**config.mk**
```make
export PLATFORM = sky130hd
export DESIGN_NAME = vc_bit_scan_iterator
export DESIGN_NICKNAME = d
export VERILOG_FILES = /design/src/rtl/vc_bit_scan_iterator.sv
export SDC_FILE = /design/constraint.sdc
export NUM_CORES = 1
export LEC_CHECK = 0
export CAP_MARGIN = 40
export CORE_ASPECT_RATIO = 1.75
export CORE_MARGIN = 3
export CORE_UTILIZATION = 54
export CTS_CLUSTER_SIZE = 40
export DETAILED_ROUTE_END_ITERATION = 10
export PLACE_DENSITY = 0.91
export SYNTH_ARGS = -nofsm -noshare
export SYNTH_HDL_FRONTEND = slang
export SYNTH_SLANG_ARGS = --single-unit
```
**constraint.sdc**
```tcl
create_clock -name clk -period 8.9 [get_ports clk]
set_clock_uncertainty 0.05 [all_clocks]
set_input_delay 1.78 -clock clk [delete_from_list [all_inputs] [get_ports clk]]
set_output_delay 1.78 -clock clk [all_outputs]
set_load 0.05 [all_outputs]
```
**src/rtl/vc_bit_scan_iterator.sv**
```systemverilog
// Set-bit iterator: accepts a mask and streams the index of each set bit, one per beat, tagging the last.
// Optional macro VC_BIT_SCAN_ITERATOR_BYPASS_EN accepts the next mask on the final beat (no idle bubble).
module vc_bit_scan_iterator #(
  parameter int p_nbits     = 32,
  parameter bit p_msb_first = 1'b0
) (
  input  logic                       clk,
  input  logic                       reset,
  input  logic                       in_val,
  output logic                       in_rdy,
  input  logic [p_nbits-1:0]         in_msg,
  output logic                       out_val,
  input  logic                       out_rdy,
  output logic [$clog2(p_nbits)-1:0] out_idx,
  output logic                       out_last
);
  localparam int p_nbits_idx = $clog2(p_nbits);
  localparam logic [p_nbits-1:0] ONE = p_nbits'(1);

  typedef enum logic {IDLE, SCAN} state_t;

  state_t                 state, state_nxt;
  logic [p_nbits-1:0]     rem, rem_nxt;
  logic [p_nbits_idx-1:0] enc_idx;
  logic                   enc_single;
  logic                   in_xfer, out_xfer;

  assign in_xfer  = in_val & in_rdy;
  assign out_xfer = out_val & out_rdy;

  // Last match in loop order wins: ascending scan finds the highest bit, descending the lowest.
  always_comb begin
    enc_idx = '0;
    if (p_msb_first) begin
      for (int i = 0; i < p_nbits; i++)
        if (rem[i]) enc_idx = p_nbits_idx'(i);
    end else begin
      for (int i = p_nbits - 1; i >= 0; i--)
        if (rem[i]) enc_idx = p_nbits_idx'(i);
    end
  end

  assign enc_single = (rem != '0) && ((rem & (rem - ONE)) == '0);

  always_ff @(posedge clk or posedge reset) begin
    if (reset) begin
      state <= IDLE;
      rem   <= '0;
    end else begin
      state <= state_nxt;
      rem   <= rem_nxt;
    end
  end

  always_comb begin
    state_nxt = state;
    rem_nxt   = rem;
    case (state)
      IDLE: begin
        // A zero mask is consumed here and simply dropped.
        if (in_xfer && in_msg != '0) begin
          state_nxt = SCAN;
          rem_nxt   = in_msg;
        end
      end
      SCAN: begin
        if (out_xfer) begin
          rem_nxt = rem & ~(ONE << enc_idx);
          if (enc_single) begin
            state_nxt = IDLE;
`ifdef VC_BIT_SCAN_ITERATOR_BYPASS_EN
            if (in_xfer && in_msg != '0) begin
              state_nxt = SCAN;
              rem_nxt   = in_msg;
            end
`endif
          end
        end
      end
      default: begin
        state_nxt = IDLE;
        rem_nxt   = '0;
      end
    endcase
  end

  // in_rdy is held low while reset is asserted, then rises in IDLE.
  always_comb begin
    in_rdy   = 1'b0;
    out_val  = 1'b0;
    out_idx  = '0;
    out_last = 1'b0;
    case (state)
      IDLE: in_rdy = ~reset;
      SCAN: begin
        out_val  = 1'b1;
        out_idx  = enc_idx;
        out_last = enc_single;
`ifdef VC_BIT_SCAN_ITERATOR_BYPASS_EN
        in_rdy   = out_rdy & enc_single;
`endif
      end
      default: ;
    endcase
  end

endmodule

```
==> flow_metrics.tcl <==
set metrics [dict create \
    grt_pass1_wl_mm 16.3 \
    cts_buffer_depth 2 \
    finalCriticalPeriod_ps 6120 \
    routedWlPerCell_um 24.1 \
    portBuffers 43 \
    tightest_slew_ps 915 \
    post_cts_buffers 0 \
    rows 33 \
    worstPathRequired_ps 7070 \
    layout.cells.non_filler 425 \
    synth_cell_types 58 \
    drtAntennaViolNets 0 \
    wirelength_mm 10.3 \
    grt-ovfl-total 0 \
    syn_area_mm2 0.00268 \
    hold_viol_final 0 \
    numCtsBuffers 5 \
    grt_pass1_vias 3119 \
    gp_congestion 1.08 \
    grt_max_degree 36 \
    async_reset_ff_frac 1.00 \
    cts_tree "done" \
    drc 0 \
    drive_gt1_frac 0.0724 \
    setup_viol 0 \
    yosysWarnings 0 \
    path_class "reg2out" \
    clock-sinks 33 \
    fmax_ghz 0.163 \
    cts-hold-fix-buffers 0 \
    period_share 0.687 \
    r2r-end "rem[29]" \
    vias_per_cell 7.38 \
    diodes 0 \
    arrival_ps 4290 \
    clockRootBuffer "clkbuf_8" \
    seq_area_frac_synth 0.308 \
    drv_slew 0 \
    vias 3138 \
    hold_ws_ps 565 \
    clk-insertion-delay-late_ps 290 \
    post-route-util 0.681 \
    syn_inst 338 \
    rsz0062_at_grt "no" \
    die_y_um 99.2 \
    core_mm2 0.00475 \
    ys_ff_latch 33 \
    cts-resized-gates 0 \
    wl_met1_mm 3.45 \
    area_growth_pct 20.5 \
    ff2ff_path_depth 8 \
    start_util 0.565 \
    finalSetupTns_ps 0 \
    synth_edf_count 0 \
    crit_fanout 16 \
    fill_cells 407 \
    drtPass1Iterations 5 \
    netlist_top_cells_area "dfrtp_1 (31%), a22o_1 (8.8%), o21ai_0 (5.2%)" \
    syn_area_per_cell_um2 7.94 \
    fin_nets 408 \
    maxCapViolCount 0 \
    drtIter0Drc 272 \
    holdPathStages 1 \
    rr_startpoint "rem[21]" \
    synth_top_area_share 0.308 \
    h-tree-depth 2 \
    clk_pin_slew_ps 70 \
    worstSetupEndpointType "output port" \
    die_area_mm2 0.00588 \
    critPathLaunchType "register" \
    hp-class "reg2reg" \
    dr_wl_met2_mm 5.04 \
    pin_count 44 \
    highest_layer "met4" \
    wl_met3_um 859 \
    status "completed" \
    r2r_setup_slack_ps 5710 \
    min_to "rem[17]" \
    relSlewSlack 0.390 \
    die_w_um 59.3 \
    synth.net_count 374 \
    worst_hold_startpoint "rem[17]" \
    synth_top_flop_cell "dfrtp_1" \
    antenna_found_initial 0 \
    placedCellCount 417 \
    dp_hpwl_mm 7.69 \
    synth_top_cell_by_area "dfrtp_1" \
    grt_usage 0.369 \
]
cells by family (layout without fill, tap and decap cells):
logic type | count (synthesis) | count (layout) | synth area share
flip-flops | 33 | 33 | 0.308
buffers and inverters | 30 | 65 | 0.0424
adder cells (fa/ha/maj) | 1 | 1 | 0.00373
AO/OA/AOI/OAI | 128 | 128 | 0.332
AND/OR/NAND/NOR | 145 | 145 | 0.310
multiplexers | 1 | 1 | 0.00373
cells in the mapped netlist, drive strengths merged (3+ instances only):
master,n
o21ai,44
dfrtp,33
nand2,28
a22o,27
nor2,26
nor4,26
clkbuf,19
a21oi,15
nand3,11
inv,9
nor3,9
or4,9
a21o,8
nand4,7
nand2b,5
o31ai,5
or2,5
nor2b,4
a2111oi,3
o31a,3
or3,3
routing by layer:
layer	vias to the layer above	track usage
li1	1384	-
met1	1447	0.418
met2	233	0.605
met3	74	0.0532
met4	0	0.269
met5	-	0
how the worst max path moves through the flow:
stage | startpoint | to | slack, ps
after floorplan | rem[2] | out_last | 4230
after detailed placement | rem[0] | out_last | 3230
final | rem[0] | out_last | 2780
after global placement | rem[0] | out_last | 3220
after global routing | rem[0] | out_last | 2620
after CTS | rem[0] | out_last | 2910
placed cells by master, fill, tap and decap left out, drive strengths merged, types with 4 or more instances in the layout:
cell	synthesis	final
a21o	8	8
a21oi	15	15
a22o	27	27
buf	2	5
clkbuf	19	6
clkdlybuf4s50	0	43
dfrtp	33	33
inv	9	9
nand2	28	28
nand2b	5	5
nand3	11	11
nand4	7	7
nor2	26	26
nor2b	4	4
nor3	9	9
nor4	26	26
o21ai	44	44
o31ai	5	5
or2	5	5
or4	9	9
area by class of cell:
cell class / count / area, µm² / share of cell area
Multi-Input combinational cell: 275 / 1740 / 0.539
Sequential cell: 33 / 826 / 0.256
Timing Repair Buffer: 48 / 468 / 0.145
Clock buffer: 6 / 82.6 / 0.0256
Tap cell: 52 / 65.1 / 0.0201
Inverter: 9 / 33.8 / 0.0105
Clock inverter: 2 / 13.8 / 0.00426
state kept, by name, summed over array words and instances, names as in the netlist:
name / count
rem: 32
state: 1
critical path, stage by stage (launching register included):
cell	delay, ps
dfrtp_1	610
nor4_4	460
nand4_1	410
o21ai_0	540
nand4_1	150
or4_1	440
nor4_2	200
nand3_1	110
and4bb_1	270
clkdlybuf4s50_1	800
metrics by stage:
stage	cell area (µm²)	setup slack, ps
6_report	3230	2780
5_1_grt	3230	2620
4_1_cts	3230	2910
3_5_place_dp	3140	3230
3_3_place_gp	3140	3220
2_1_floorplan	2680	4230
Power is left out: the tool's default activity adds up to more than one toggle a clock period on the data nets, which glitch-free logic cannot reach.
